`src/rtl/watch_fnd_display.sv`:
```
// ---------------------------------------------------------------------------
// watch_fnd_display: binary hour/min to BCD, 4-digit multiplexed FND drive
// Revision: 1.0
// ---------------------------------------------------------------------------
`default_nettype none

module watch_fnd_display #(
  parameter int unsigned SCAN_DIV  = 100_000,
  parameter int unsigned BLINK_DIV = 50_000_000
) (
  input  logic       clk,
  input  logic       reset_n,
  input  logic [7:0] hour,
  input  logic [7:0] min,
  input  logic       set_mode,
  output logic [3:0] com,
  output logic [7:0] seg_7
);

  localparam int unsigned SCAN_W  = (SCAN_DIV  > 1) ? $clog2(SCAN_DIV)  : 1;
  localparam int unsigned BLINK_W = (BLINK_DIV > 1) ? $clog2(BLINK_DIV) : 1;
  localparam logic [SCAN_W-1:0]  SCAN_LAST  = SCAN_W'(SCAN_DIV - 1);
  localparam logic [BLINK_W-1:0] BLINK_LAST = BLINK_W'(BLINK_DIV - 1);

  typedef enum logic [1:0] {
    S_IDLE  = 2'd0,
    S_LOAD  = 2'd1,
    S_SHIFT = 2'd2,
    S_DONE  = 2'd3
  } state_e;

  function automatic logic [11:0] add3(input logic [11:0] b);
    logic [11:0] r;
    r = b;
    for (int i = 0; i < 3; i++) begin
      if (b[4*i +: 4] >= 4'd5) r[4*i +: 4] = b[4*i +: 4] + 4'd3;
    end
    return r;
  endfunction

  // Any nonzero hundreds digit means the value is out of the 0..99 range.
  function automatic logic [7:0] to_nibs(input logic [11:0] bcd);
    return (bcd[11:8] != 4'd0) ? 8'hFF : bcd[7:0];
  endfunction

  function automatic logic [6:0] seg_decode(input logic [3:0] n);
    logic [6:0] s;
    case (n)
      4'd0:    s = 7'b1000000;
      4'd1:    s = 7'b1111001;
      4'd2:    s = 7'b0100100;
      4'd3:    s = 7'b0110000;
      4'd4:    s = 7'b0011001;
      4'd5:    s = 7'b0010010;
      4'd6:    s = 7'b0000010;
      4'd7:    s = 7'b1111000;
      4'd8:    s = 7'b0000000;
      4'd9:    s = 7'b0010000;
      4'hF:    s = 7'b0111111;
      default: s = 7'b1111111;
    endcase
    return s;
  endfunction

  logic [SCAN_W-1:0]  scan_cnt_q, scan_cnt_d;
  logic [BLINK_W-1:0] blink_cnt_q, blink_cnt_d;
  logic [1:0]         digit_idx_q, digit_idx_d;
  logic               blink_phase_q, blink_phase_d;
  logic               scan_wrap, blink_wrap, frame_start;

  assign scan_wrap   = (scan_cnt_q == SCAN_LAST);
  assign blink_wrap  = (blink_cnt_q == BLINK_LAST);
  assign frame_start = scan_wrap && (digit_idx_q == 2'd3);

  always_comb begin
    scan_cnt_d    = scan_wrap  ? '0 : scan_cnt_q + 1'b1;
    blink_cnt_d   = blink_wrap ? '0 : blink_cnt_q + 1'b1;
    digit_idx_d   = scan_wrap  ? digit_idx_q + 2'd1 : digit_idx_q;
    blink_phase_d = blink_wrap ? ~blink_phase_q : blink_phase_q;
  end

  always_ff @(posedge clk) begin
    if (!reset_n) begin
      scan_cnt_q    <= '0;
      blink_cnt_q   <= '0;
      digit_idx_q   <= 2'd0;
      blink_phase_q <= 1'b0;
    end else begin
      scan_cnt_q    <= scan_cnt_d;
      blink_cnt_q   <= blink_cnt_d;
      digit_idx_q   <= digit_idx_d;
      blink_phase_q <= blink_phase_d;
    end
  end

  state_e      state_q;
  logic        first_q;
  logic [2:0]  iter_q;
  logic [7:0]  hr_bin_q, mn_bin_q;
  logic [11:0] hr_bcd_q, mn_bcd_q;
  logic [3:0]  nib_q [4];
  logic [11:0] hr_adj, mn_adj;
  logic [19:0] hr_sh, mn_sh;
  logic [7:0]  hr_nibs, mn_nibs;

  assign hr_adj  = add3(hr_bcd_q);
  assign mn_adj  = add3(mn_bcd_q);
  assign hr_sh   = {hr_adj, hr_bin_q} << 1;
  assign mn_sh   = {mn_adj, mn_bin_q} << 1;
  assign hr_nibs = to_nibs(hr_bcd_q);
  assign mn_nibs = to_nibs(mn_bcd_q);

  // Conversion runs on shadow copies; nib_q only changes in DONE so a frame
  // never mixes digits from two different snapshots.
  always_ff @(posedge clk) begin
    if (!reset_n) begin
      state_q  <= S_IDLE;
      first_q  <= 1'b1;
      iter_q   <= 3'd0;
      hr_bin_q <= 8'd0;
      mn_bin_q <= 8'd0;
      hr_bcd_q <= 12'd0;
      mn_bcd_q <= 12'd0;
      for (int i = 0; i < 4; i++) nib_q[i] <= 4'd0;
    end else begin
      case (state_q)
        S_IDLE: begin
          if (first_q || frame_start) begin
            state_q <= S_LOAD;
            first_q <= 1'b0;
          end
        end
        S_LOAD: begin
          hr_bin_q <= hour;
          mn_bin_q <= min;
          hr_bcd_q <= 12'd0;
          mn_bcd_q <= 12'd0;
          iter_q   <= 3'd0;
          state_q  <= S_SHIFT;
        end
        S_SHIFT: begin
          hr_bcd_q <= hr_sh[19:8];
          hr_bin_q <= hr_sh[7:0];
          mn_bcd_q <= mn_sh[19:8];
          mn_bin_q <= mn_sh[7:0];
          iter_q   <= iter_q + 3'd1;
          if (iter_q == 3'd7) state_q <= S_DONE;
        end
        S_DONE: begin
          nib_q[0] <= mn_nibs[3:0];
          nib_q[1] <= mn_nibs[7:4];
          nib_q[2] <= hr_nibs[3:0];
          nib_q[3] <= hr_nibs[7:4];
          state_q  <= S_IDLE;
        end
        default: state_q <= S_IDLE;
      endcase
    end
  end

  // The slot latched at each scan wrap is the one digit_idx is leaving, so
  // com and seg_7 always come from the same slot on the same edge.
  logic       active_q, active_d;
  logic [1:0] slot_q, slot_d;
  logic [3:0] com_q, com_d;
  logic [7:0] seg_q;

  always_comb begin
    active_d = active_q | scan_wrap;
    slot_d   = scan_wrap ? digit_idx_q : slot_q;
    if (!active_d)                       com_d = 4'b1111;
    else if (set_mode && !blink_phase_d) com_d = 4'b1111;
    else                                 com_d = ~(4'b0001 << slot_d);
  end

  always_ff @(posedge clk) begin
    if (!reset_n) begin
      active_q <= 1'b0;
      slot_q   <= 2'd0;
      com_q    <= 4'b1111;
      seg_q    <= 8'hFF;
    end else begin
      active_q <= active_d;
      slot_q   <= slot_d;
      com_q    <= com_d;
      if (scan_wrap) begin
        seg_q <= {~((digit_idx_q == 2'd2) && blink_phase_d),
                  seg_decode(nib_q[digit_idx_q])};
      end
    end
  end

  assign com   = com_q;
  assign seg_7 = seg_q;

endmodule

`default_nettype wire

```
`config.mk`:
```
export PLATFORM = sky130hd
export DESIGN_NAME = watch_fnd_display
export DESIGN_NICKNAME = d
export VERILOG_FILES = /design/src/rtl/watch_fnd_display.sv
export SDC_FILE = /design/constraint.sdc
export NUM_CORES = 1
export LEC_CHECK = 0
export BUFFER_PORTS_ARGS = -buffer_cell sky130_fd_sc_hd__buf_2
export CAP_MARGIN = 20
export CORE_MARGIN = 2
export CORE_UTILIZATION = 50
export CTS_BUF_LIST = sky130_fd_sc_hd__clkbuf_16
export CTS_CLUSTER_SIZE = 8
export DETAILED_ROUTE_END_ITERATION = 8
export PLACE_DENSITY = 0.64
export SYNTH_ARGS = -nofsm -noshare
export SYNTH_HDL_FRONTEND = slang
export SYNTH_SLANG_ARGS = --single-unit
```
`constraint.sdc`:
```
create_clock -name clk -period 2 [get_ports clk]
set_input_delay 0.3 -clock clk [delete_from_list [all_inputs] [get_ports clk]]
set_output_delay 0.3 -clock clk [all_outputs]
set_load 0.005 [all_outputs]
```
==> metrics.md <==
| Metric | Value |
|---|---|
| Comb power frac | `0.174` |
| Sw Share | `0.269` |
| 1st-pass router iterations | `5` |
| Commonest non-fill, non-tap cell in the layout | `dfxtp_1` |
| Clock Power Share | `0.414` |
| Number of clock sinks | `125` |
| Critical path arrival | `2.13 ns` |
| Initial core utilization | `0.509` |
| Final Setup Violations | `0` |
| Max stage delay on crit path | `0.46 ns` |
| Worst-path clk slew | `0.05 ns` |
| Setup crit start | `blink_cnt_q[7]` |
| Net switching power | `1.82 mW` |
| Final cell utilization of the core | `0.586` |
| Final period util | `0.923` |
| Hold Worst Slack | `0.149 ns` |
| Number of port buffers | `30` |
| Vias in the first global route | `4,363` |
| Crit Path Class | `reg2reg` |
| Async SR Flop Fraction | `0` |
| Fillers | `1,040` |
| Syn Inst Count | `624` |
| DR WL/cell | `14.2 µm` |
| CTS tree | `done` |
| GRT Overall Usage | `0.189` |
| Post-route setup slack | `0.154 ns` |
| Initial antenna violation count | `0` |
| Post-synth cell types | `59` |
| Most frequent cells in the layout | `dfxtp_1 (108), nor2_1 (53), nand2_1 (43)` |
| Die area | `13,000 µm²` |
| Drt drc | `0` |
| Outcome | `complete, no violations` |
| Vias | `4,451` |
| Critical path's slowest cell | `or3_4` |
| Critical Path Sink Type | `register` |
| Slew @ Worst Pin | `0.754 ns` |
| Placed Instance Area | `6420 µm²` |
| Post-Syn Nets | `672` |
| Startpoint Class | `register` |
| FF-to-FF Start | `blink_cnt_q[7]` |
| P&R area growth vs syn | `15.1%` |
| Critical Path, Cell by Cell | `nor4b_1, nand4_1, or3_4, xnor2_4, o211ai_1` |
| Crit path max fanout | `6` |
| Final HPWL DP | `7840 µm` |
| Die H | `114 µm` |
| Post-synth top flop | `dfxtp_1` |
| Fmax | `542 MHz` |
| Die width | `114 µm` |
| Post-CTS Setup Bufs | `0` |
| Top Ports | `31` |
| Seq/Total Area, Yosys | `0.440` |
| Final Critical Period | `1.85 ns` |
| Number of DRC markers in iteration 0 | `267` |
| Peak supply drop | `0.687 mV` |
| Avg Cell Area, Syn | `9.71 µm²` |
| Design area | `6970 µm²` |
| Max Transition Viols Final | `0` |
| Hold path endpoint | `hr_bin_q[0]` |
| Final Skew | `0.00689 ns` |
| RSZ-0062 raised after global routing | `false` |
| Setup TNS | `0 ns` |
| Via density | `5.43` |
| Core ar. | `11,900 µm²` |
| Clock Latency Late Sink | `0.41 ns` |
| Pin count of the biggest net entering global routing | `47` |
| DRT Wirelength | `11,700 µm` |
| Worst EP required | `2.28 ns` |
| Max_cap viols | `0` |
| Hold depth | `3` |
| Hold Path Class | `in2reg` |
| Static Leak | `2.74 nW` |
| Hold_sp | `hour[0]` |
| Yosys warning total | `0` |
| Placer's final routability congestion estimate | `0.753` |
| Synthesized cell area | `6060 µm²` |
| Hold buffer count at CTS | `0` |
| Rows | `40` |
| Layout net count | `708` |
| Reg2reg path depth | `5` |
| EDFF count, synth | `16` |
| Rel. slew slack | `0.497` |
| Final Hold Vio Count | `0` |
| PwrDens | `972 nW/µm²` |
| Resized cells post-CTS | `1` |
| Clock H-tree levels | `4` |
| # diodes | `0` |
| Reg power frac | `0.412` |
| Post-placement setup slack | `0.0422 ns` |
| First-pass GRT wire length | `19,700 µm` |
| Clock root cell | `clkbuf_16` |
| Inserted Clock Buffers | `17` |
| Internal power | `4.96 mW` |
| Fraction of layout cells with a size suffix above 1 | `0.140` |
| R2R Setup Slk | `0.15 ns` |
| ANT nets after route | `0` |
| End of the worst register-to-register path | `com[1]` |
| Clk buf depth | `2` |
| GRT overflow | `0` |
| Register bit count reported by yosys | `125` |
-- logic make-up (layout without fill, tap and decap cells) --
| logic type | after synthesis | count (layout) | share of synthesized area |
|---|---|---|---|
| adders and majority gates | 29 | 29 | 0.0599 |
| muxes | 26 | 26 | 0.0525 |
| DFF | 125 | 125 | 0.440 |
| xor gates and xnor gates | 48 | 48 | 0.0706 |
| AOI/OAI and AO/OA | 113 | 113 | 0.134 |
| buffers and inverters | 64 | 113 | 0.0426 |
| and+or+nand+nor | 219 | 219 | 0.200 |
-- through the flow --
stage          power (mW)  cells
2_1_floorplan        3.70    624
3_3_place_gp         3.97    788
3_5_place_dp         4.03    788
4_1_cts              6.86    820
5_1_grt              7.10    820
6_report             6.78    820
-- state kept, by name (all words and copies together) (netlist names), 3 cells and up, named ones only --
| signal | flops |
|---|---|
| blink_cnt_q | 26 |
| mn_bin_q | 8 |
| hr_bin_q | 8 |
| hr_bcd_q | 12 |
| scan_cnt_q | 17 |
| com | 4 |
| nib_q | 16 |
| mn_bcd_q | 12 |
| seg_7 | 8 |
| iter_q | 3 |
-- synth_stat cells (16+ instances only) --
| master | number | area, µm² |
|---|---|---|
| edfxtp_1 | 16 | 480 |
| xnor2_1 | 28 | 245 |
| mux2i_1 | 22 | 220 |
| ha_1 | 29 | 363 |
| xor2_1 | 19 | 166 |
| nor2_1 | 54 | 203 |
| dfxtp_1 | 109 | 2180 |
| o21ai_0 | 17 | 85.1 |
| nand3_1 | 21 | 105 |
| o21a_1 | 16 | 120 |
| nand2_1 | 44 | 165 |
| clkbuf_1 | 17 | 63.8 |
| inv_1 | 31 | 116 |
| and2_1 | 22 | 138 |
-- routing by layer --
metal  wire length, µm  vias to the layer above  track usage
met5                 0                        -            0
met1              5540                     2094        0.234
met4               112                        0       0.0756
li1                  -                     2267            -
met2              5620                       75        0.316
met3               399                       15       0.0461
-- worst max-delay path: cells and delay by family (launching register included) --
family | cells | cell delay [ns]
DFF | 1 | 0.35
and+or+nand+nor | 3 | 1.01
AOI/OAI and AO/OA | 1 | 0.12
xor gates and xnor gates | 1 | 0.23
-- final cells by class --
class / count / area, µm² / area share
Multi-Input combinational cell: 435 / 3150 / 0.452
Sequential cell: 125 / 2660 / 0.382
Clock buffer: 17 / 425 / 0.0610
Timing Repair Buffer: 49 / 318 / 0.0456
Tap cell: 147 / 184 / 0.0264
Inverter: 32 / 120 / 0.0172
Clock inverter: 15 / 113 / 0.0161
-- power groups by stage --
stage          clock network (mW)  logic [mW]  registers (mW)
5_1_grt                      2.97        1.32            2.81
4_1_cts                      2.88        1.18            2.80
2_1_floorplan                   0       0.873            2.83
6_report                     2.81        1.18            2.80
3_3_place_gp                    0        1.13            2.84
3_5_place_dp                    0        1.18            2.85
-- worst max path at each step --
| stage | endpoint | slack (ns) | cells after the start |
|---|---|---|---|
| after global placement | seg_7[6] | 0.13 | 5 |
| after detailed placement | seg_7[6] | 0.04 | 5 |
| final | com[1] | 0.15 | 5 |
| after CTS | seg_7[6] | 0.009 | 5 |
| after floorplan | seg_7[0] | 0.20 | 5 |
| after global routing | mn_bcd_q[3] | 0.03 | 7 |
Note: power is estimated with default switching activity, not from simulation.
